===== config.mk =====
export PLATFORM = sky130hd
export DESIGN_NAME = shift_sequencer_flat
export DESIGN_NICKNAME = d
export VERILOG_FILES = /design/src/rtl/shift_sequencer_if.sv /design/src/rtl/shift_sequencer.sv /design/src/flat_wrapper.sv
export SDC_FILE = /design/constraint.sdc
export NUM_CORES = 1
export LEC_CHECK = 0
export ABC_AREA = 0
export BUFFER_PORTS_ARGS = -buffer_cell sky130_fd_sc_hd__buf_2
export CAP_MARGIN = 20
export CORE_AREA = 2 2 39 41
export CTS_CLUSTER_SIZE = 10
export DETAILED_ROUTE_END_ITERATION = 16
export DIE_AREA = 0 0 41 43
export GPL_ROUTABILITY_DRIVEN = 1
export PLACE_DENSITY = 0.66
export SLEW_MARGIN = 20
export SYNTH_ARGS = -nofsm -noshare
export SYNTH_HDL_FRONTEND = slang
export SYNTH_SLANG_ARGS = --single-unit
export TNS_END_PERCENT = 5

===== constraint.sdc =====
create_clock -name clk_in -period 2 [get_ports clk_in]
set_clock_uncertainty 0.15 [all_clocks]
set_input_delay 0.1 -clock clk_in [delete_from_list [all_inputs] [get_ports clk_in]]
set_output_delay 0.1 -clock clk_in [all_outputs]
set_load 0.05 [all_outputs]

===== src/rtl/shift_sequencer_if.sv =====
// Word handshake, shift-register control and serial output bundle.
interface shift_sequencer_if;
  logic [3:0] word_in;
  logic       word_valid_in;
  logic       word_ready_out;
  logic       flush_in;
  logic [3:0] sr_parallel_out;
  logic       sr_load_out;
  logic       sr_shift_out;
  logic       sr_fill_out;
  logic       sr_bit_in;
  logic       ser_data_out;
  logic       ser_valid_out;
  logic       ser_first_out;

  modport master (
    output word_in, word_valid_in, flush_in, sr_bit_in,
    input  word_ready_out, sr_parallel_out, sr_load_out,
    input  sr_shift_out, sr_fill_out,
    input  ser_data_out, ser_valid_out, ser_first_out
  );

  modport slave (
    input  word_in, word_valid_in, flush_in, sr_bit_in,
    output word_ready_out, sr_parallel_out, sr_load_out,
    output sr_shift_out, sr_fill_out,
    output ser_data_out, ser_valid_out, ser_first_out
  );
endinterface


===== src/rtl/shift_sequencer.sv =====
// Sequences an external 4-bit shift register into a serial stream.
// Define SHIFT_SEQUENCER_PARITY_EN to append an even-parity bit period.
module shift_sequencer #(
  parameter int unsigned DIV  = 1,
  parameter logic        FILL = 1'b0
) (
  input logic             clk_in,
  input logic             rst_in,
  shift_sequencer_if.slave bus
);

  localparam int PW = (DIV > 1) ? $clog2(DIV) : 1;
  localparam logic [PW-1:0] LAST = PW'(DIV - 1);

`ifdef SHIFT_SEQUENCER_PARITY_EN
  typedef enum logic [1:0] {IDLE, LOAD, BIT, PAR} state_t;
`else
  typedef enum logic [1:0] {IDLE, LOAD, BIT} state_t;
`endif

  state_t        state, state_nxt;
  logic [PW-1:0] per_cnt, per_nxt;
  logic [1:0]    bit_cnt, bit_nxt;
  logic [3:0]    word_q;
  logic          ready, take, per_end;

  // flush wins over a transfer, so it also withdraws ready
  assign ready   = (state == IDLE) && !rst_in && !bus.flush_in;
  assign take    = bus.word_valid_in && ready;
  assign per_end = (per_cnt == LAST);

  assign bus.word_ready_out  = ready;
  assign bus.sr_parallel_out = word_q;
  assign bus.sr_fill_out     = FILL;

  always_ff @(posedge clk_in or posedge rst_in) begin
    if (rst_in) begin
      state   <= IDLE;
      per_cnt <= '0;
      bit_cnt <= '0;
      word_q  <= '0;
    end else begin
      state   <= state_nxt;
      per_cnt <= per_nxt;
      bit_cnt <= bit_nxt;
      if (take) word_q <= bus.word_in;
    end
  end

  always_comb begin
    state_nxt         = state;
    per_nxt           = per_cnt;
    bit_nxt           = bit_cnt;
    bus.sr_load_out   = 1'b0;
    bus.sr_shift_out  = 1'b0;
    bus.ser_valid_out = 1'b0;
    bus.ser_data_out  = 1'b0;
    bus.ser_first_out = 1'b0;
    unique case (state)
      IDLE: begin
        per_nxt = '0;
        bit_nxt = '0;
        if (take) state_nxt = LOAD;
      end
      LOAD: begin
        bus.sr_load_out = 1'b1;
        state_nxt       = BIT;
      end
      BIT: begin
        bus.ser_valid_out = 1'b1;
        bus.ser_data_out  = bus.sr_bit_in;
        bus.ser_first_out = (bit_cnt == 2'd0);
        bus.sr_shift_out  = per_end;
        per_nxt = per_end ? '0 : per_cnt + 1'b1;
        if (per_end) begin
          bit_nxt = bit_cnt + 2'd1;
          if (bit_cnt == 2'd3) begin
`ifdef SHIFT_SEQUENCER_PARITY_EN
            state_nxt = PAR;
`else
            state_nxt = IDLE;
`endif
          end
        end
      end
`ifdef SHIFT_SEQUENCER_PARITY_EN
      PAR: begin
        bus.ser_valid_out = 1'b1;
        bus.ser_data_out  = ^word_q;
        per_nxt = per_end ? '0 : per_cnt + 1'b1;
        if (per_end) state_nxt = IDLE;
      end
`endif
      default: state_nxt = IDLE;
    endcase
    if (bus.flush_in) begin
      state_nxt        = IDLE;
      per_nxt          = '0;
      bit_nxt          = '0;
      bus.sr_load_out  = 1'b0;
      bus.sr_shift_out = 1'b0;
    end
  end

endmodule


===== src/flat_wrapper.sv =====
// flat-port wrapper written by rule: the top's interface ports become plain ports
module shift_sequencer_flat 
#(
  parameter int unsigned DIV  = 1,
  parameter logic        FILL = 1'b0
)
  (clk_in, rst_in, bus_word_in, bus_word_valid_in, bus_flush_in, bus_sr_bit_in, bus_word_ready_out, bus_sr_parallel_out, bus_sr_load_out, bus_sr_shift_out, bus_sr_fill_out, bus_ser_data_out, bus_ser_valid_out, bus_ser_first_out);
  shift_sequencer_if bus_i ();
  input logic clk_in;
  input logic rst_in;
  input wire logic [$bits(bus_i.word_in)-1:0] bus_word_in;
  input wire logic [$bits(bus_i.word_valid_in)-1:0] bus_word_valid_in;
  input wire logic [$bits(bus_i.flush_in)-1:0] bus_flush_in;
  input wire logic [$bits(bus_i.sr_bit_in)-1:0] bus_sr_bit_in;
  output wire logic [$bits(bus_i.word_ready_out)-1:0] bus_word_ready_out;
  output wire logic [$bits(bus_i.sr_parallel_out)-1:0] bus_sr_parallel_out;
  output wire logic [$bits(bus_i.sr_load_out)-1:0] bus_sr_load_out;
  output wire logic [$bits(bus_i.sr_shift_out)-1:0] bus_sr_shift_out;
  output wire logic [$bits(bus_i.sr_fill_out)-1:0] bus_sr_fill_out;
  output wire logic [$bits(bus_i.ser_data_out)-1:0] bus_ser_data_out;
  output wire logic [$bits(bus_i.ser_valid_out)-1:0] bus_ser_valid_out;
  output wire logic [$bits(bus_i.ser_first_out)-1:0] bus_ser_first_out;
  assign bus_i.word_in = bus_word_in;
  assign bus_i.word_valid_in = bus_word_valid_in;
  assign bus_i.flush_in = bus_flush_in;
  assign bus_i.sr_bit_in = bus_sr_bit_in;
  assign bus_word_ready_out = bus_i.word_ready_out;
  assign bus_sr_parallel_out = bus_i.sr_parallel_out;
  assign bus_sr_load_out = bus_i.sr_load_out;
  assign bus_sr_shift_out = bus_i.sr_shift_out;
  assign bus_sr_fill_out = bus_i.sr_fill_out;
  assign bus_ser_data_out = bus_i.ser_data_out;
  assign bus_ser_valid_out = bus_i.ser_valid_out;
  assign bus_ser_first_out = bus_i.ser_first_out;
  shift_sequencer #(.DIV(DIV), .FILL(FILL)) u_core (.clk_in(clk_in), .rst_in(rst_in), .bus(bus_i));
endmodule

Word-level counts from Yosys, hierarchy flattened
Index checks and enable logic that the tools add are counted.
W data, S select, Z words.
{"block": "op_classes", "mux": 18, "n_bitwise": 1, "reduce_logical": 10, "n_addsub": 2, "n_eq_ne": 6}
{"cell": "$mux W2", "count": 6}
{"cell": "$mux W1", "count": 9}
{"cell": "$ne A3 B2 Y1 const B", "count": 2}
{"cell": "$pmux W2 S3", "count": 1}
{"cell": "$eq A2 B2 Y1 const B", "count": 2}
{"cell": "$logic_not A2 Y1", "count": 2}
{"cell": "$pmux W2 S2", "count": 1}
{"cell": "$logic_and A1 B1 Y1", "count": 3}
{"cell": "$ne A3 B3 Y1 const B", "count": 1}
{"cell": "$reduce_and A3 Y1", "count": 1}
{"cell": "$reduce_bool A3 Y1", "count": 1}
{"cell": "$add A2 B1 Y2 const B", "count": 1}
{"cell": "$eq A2 B1 Y1 const B", "count": 1}
{"cell": "$logic_not A1 Y1", "count": 2}
{"cell": "$pmux W1 S2", "count": 1}
{"cell": "$reduce_and A2 Y1", "count": 1}
{"cell": "$add A1 B1 Y1 const B", "count": 1}
{"cell": "$not A1 Y1", "count": 1}
{"block": "totals", "reg_bits": 9, "word_cells": 41, "input_bits": 9, "out_inout_bits": 11}

Logic depth before layout (Yosys ltp)
{"block": "logic_depth", "depth_word": 7, "mapped_depth": 4}

Worst setup path after synthesis
Ideal clock, no wire load.
{"block": "synth_timing", "path_type": "reg2out", "from": "register u_core.state[0]", "to": "output port bus_sr_shift_out", "required_time_ns": 1.750, "arrival_time_ns": 2.113, "slack_ns": -0.363, "path_stages_with_launch": 3, "cell_sequence": "dfrtp_1 > nor2b_1 > nor2b_1"}
{"block": "synth_between", "elab_chain_cells": 3}
{"item": "start: declaration", "line": "shift_sequencer.sv:21", "source": "state_t state, state_nxt;"}
{"item": "start signal: assignment", "line": "shift_sequencer.sv:43", "source": "state <= state_nxt;"}
{"item": "$eq A2 B2 Y1", "line": "shift_sequencer.sv:59", "source": "unique case (state)"}
{"item": "$mux W1", "line": "shift_sequencer.sv:59"}
{"item": "$mux W1", "line": "shift_sequencer.sv:96", "source": "if (bus.flush_in) begin"}
{"item": "end: declaration", "line": "flat_wrapper.sv:18", "source": "output wire logic [$bits(bus_i.sr_shift_out)-1:0] bus_sr_shift_out;"}
Every way passes these cells.

Worst setup path in the final report
{"block": "layout_timing", "from": "input port bus_flush_in", "to": "output port bus_word_ready_out"}
{"block": "layout_between", "elab_chain_cells": 2}
{"item": "start: declaration", "line": "flat_wrapper.sv:13", "source": "input wire logic [$bits(bus_i.flush_in)-1:0] bus_flush_in;"}
{"item": "$logic_not A1 Y1", "line": "shift_sequencer.sv:28", "source": "assign ready = (state == IDLE) && !rst_in && !bus.flush_in;"}
{"item": "$logic_and A1 B1 Y1", "line": "shift_sequencer.sv:28"}
{"item": "end: declaration", "line": "flat_wrapper.sv:15", "source": "output wire logic [$bits(bus_i.word_ready_out)-1:0] bus_word_ready_out;"}
Every way passes these cells.

==> impl_metrics.env <==
export IMPL_ys_seq_elements=8
export IMPL_synthArstFlopShare_pct=100
export IMPL_cap_violations=0
export IMPL_detailedRoute_firstIterationViolations=7
export IMPL_end_kind="output pin"
export IMPL_fillers=134
export IMPL_fin_cells=77
export IMPL_port_buffers=18
export IMPL_ys_types=17
export IMPL_routed_via_density=4.34
export IMPL_regArea_um2=200
export IMPL_required_ns=1.75
export IMPL_gp_congestion=0.644
export IMPL_cts_tree="built"
export IMPL_vdd_ir_drop_max_mv=0.441
export IMPL_cts_resized=0
export IMPL_path_class="in -> out"
export IMPL_path_delay_family="buffers and inverters"
export IMPL_h_tree_depth=1
export IMPL_synthTopCellsByCount="dfrtp_1, inv_1, mux2_4"
export IMPL_fin_nets=74
export IMPL_synth_area_top_cells="dfrtp_1, mux2_4, ha_1"
export IMPL_hold_ws_ns=0.205
export IMPL_ioPinCount=20
export IMPL_yosysSeqAreaShare_pct=47.6
export IMPL_drive_gt1_share_pct=47.5
export IMPL_n_antenna_cell=0
export IMPL_fin_crit_ns=1.66
export IMPL_clk_pin_slew_ns=0.06
export IMPL_vias=334
export IMPL_status="completed"
export IMPL_cp_cell_sequence="dlygate4sd3_1 > buf_2 > nor4_4 > buf_2"
export IMPL_first_global_vias=311
export IMPL_synthFlopType="dfrtp_1"
export IMPL_start_util_pct=30.4
export IMPL_ys_warn_count=0
export IMPL_fp_dieH_um=43
export IMPL_numCtsBuffers=3
export IMPL_grt_max_degree=9
export IMPL_timing_final_crit_share_pct=83.0
export IMPL_dieArea_um2=1760
export IMPL_slowest_delay_ns=0.53
export IMPL_cts_buffer_depth=2
export IMPL_clk_latency_ns=0.25
export IMPL_cp_start_kind="input port"
export IMPL_synth_largest_area_cell="dfrtp_1"
export IMPL_synth_edf_count=0
export IMPL_hold_class="in -> async"
export IMPL_placed_cells=67
export IMPL_rsz0062_at_grt="no"
export IMPL_yosysTopAreaCellShare_pct=47.6
export IMPL_core_area_um2=1380
export IMPL_synth_area_per_cell_um2=12.4
export IMPL_clock_sinks=8
export IMPL_syn_to_final_growth_pct=47.6
export IMPL_grtUsageMet2_pct=18.4
export IMPL_met3_usage_pct=1.57
export IMPL_drv_slew=0
export IMPL_grt_overflow=0
export IMPL_syn_instance_count=34
export IMPL_root_buffer="clkbuf_4"
export IMPL_p_per_area_nw_per_um2=809
export IMPL_mappedNetlistArea_um2=420
export IMPL_synth_nets=45
export IMPL_leakage_nw=0.343
export IMPL_multi_input_area_um2=203
export IMPL_finalSetupViolations=0
export IMPL_track_usage_pct=10.2
export IMPL_use_met1_pct=10.8
export IMPL_std_cell_rows=14
export IMPL_crit_fanout=6
export IMPL_cpMostUsedCell="buf_2"
export IMPL_fmax_ghz=0.603
export IMPL_fp_dieW_um=41
export IMPL_wl_um=761
export IMPL_antenna_found_initial=0
export IMPL_finalSetupTns_ns=0
export IMPL_first_pass_iters=4
export IMPL_yosysMostFrequentCell="dfrtp_1"
export IMPL_antenna_left=0
export IMPL_cpMaxStageDelayCell="dlygate4sd3_1"
export IMPL_cp_data_arrival_time_ns=1.41
export IMPL_crit_buf_inv=3
export IMPL_top_usage_layer="met2"
export IMPL_grt_pass1_wl_um=1210
export IMPL_drc_errors=0
export IMPL_hold_viol=0
export IMPL_avgRoutedWirePerCell_um=9.88
-- worst min-delay path: stages --
cell and delay (ns):
dlygate4sd3_1 0.53, buf_2 0.14, inv_1 0.23
-- layout by cell type (no fill, tap or decap) --
cell type	n
nand2b_1	1
ha_1	2
a21oi_1	1
dfrtp_1	8
nand2_4	1
mux2i_1	1
mux2_4	4
dlygate4sd3_1	7
conb_1	1
nor2b_2	2
buf_2	18
and2_1	2
nor3b_1	1
a22oi_1	1
clkbuf_4	3
nor2_1	2
nor4_4	1
or2b_1	1
inv_1	4
-- state kept, by name, indices dropped and copies added (netlist names) --
register and flops:
u_core.bus.sr_parallel_out 4, u_core.state 2, u_core.bit_cnt 2
-- per-layer routing --
layer  wire length (µm)  part of all wire [%]
met1                304                    40
met2                407                    53
met3                 49                   6.4
met4                  0                     0
met5                  0                     0
-- path summary, 6_finish.rpt --
kind	from	end	slack (ns)	depth (start not counted)
min	rst_in	u_core.state[0]	0.21	3
max reg2reg	u_core.state[0]	u_core.bus.sr_parallel_out[0]	0.50	3
min reg2reg	u_core.bus.sr_parallel_out[1]	u_core.bus.sr_parallel_out[1]	0.35	1
min in group clk_in	u_core.bus.sr_parallel_out[1]	u_core.bus.sr_parallel_out[1]	0.35	1
max in group asynchronous	rst_in	u_core.bit_cnt[1]	1.26	3
max	bus_flush_in	bus_word_ready_out	0.34	4
-- cell type report --
| cell class | instances | area share, % |
|---|---|---|
| well taps | 16 | 3.23 |
| clock buffers | 3 | 3.63 |
| multi-input cells | 21 | 32.7 |
| flip-flops and latches | 8 | 32.3 |
| inverters | 4 | 2.42 |
| repair buffers | 25 | 25.8 |
-- metrics by stage --
step	cell area [µm²]	power (W)	setup slack [ns]	util, %
3_3_place_gp	528	0.000372	0.529	38.2
6_report	621	0.000502	0.341	44.8
3_5_place_dp	528	0.000372	0.504	38.2
2_1_floorplan	425	0.000333	0.0896	-
5_1_grt	621	0.000522	0.252	44.8
4_1_cts	621	0.000501	0.329	44.8
-- cells by family (layout without fill, tap and decap cells) --
family / after synthesis / after routing / synth area share (%)
AND/OR/NAND/NOR: 11 / 11 / 20.5
flip-flops: 8 / 8 / 47.6
multiplexers: 5 / 5 / 16.7
buffers and inverters: 5 / 32 / 5.36
adder cells (fa/ha/maj): 2 / 2 / 5.95
AO/OA/AOI/OAI: 2 / 2 / 2.98
other: 1 / 1 / 0.892
-- report_power, final --
| group | total (W) | internal, W | switching (W) |
|---|---|---|---|
| clock network | 0.000123 | 0.0000686 | 0.0000540 |
| registers | 0.000197 | 0.000183 | 0.0000134 |
| logic | 0.000183 | 0.0000627 | 0.000120 |
| total | 0.000502 | 0.000315 | 0.000187 |
-- repair_timing --
item | CTS | global route
hold buffers | 7 | 0
hold endpoints to repair | 16 | 0
setup buffers | 0 | 0
Note: power is estimated with default switching activity, not from simulation.
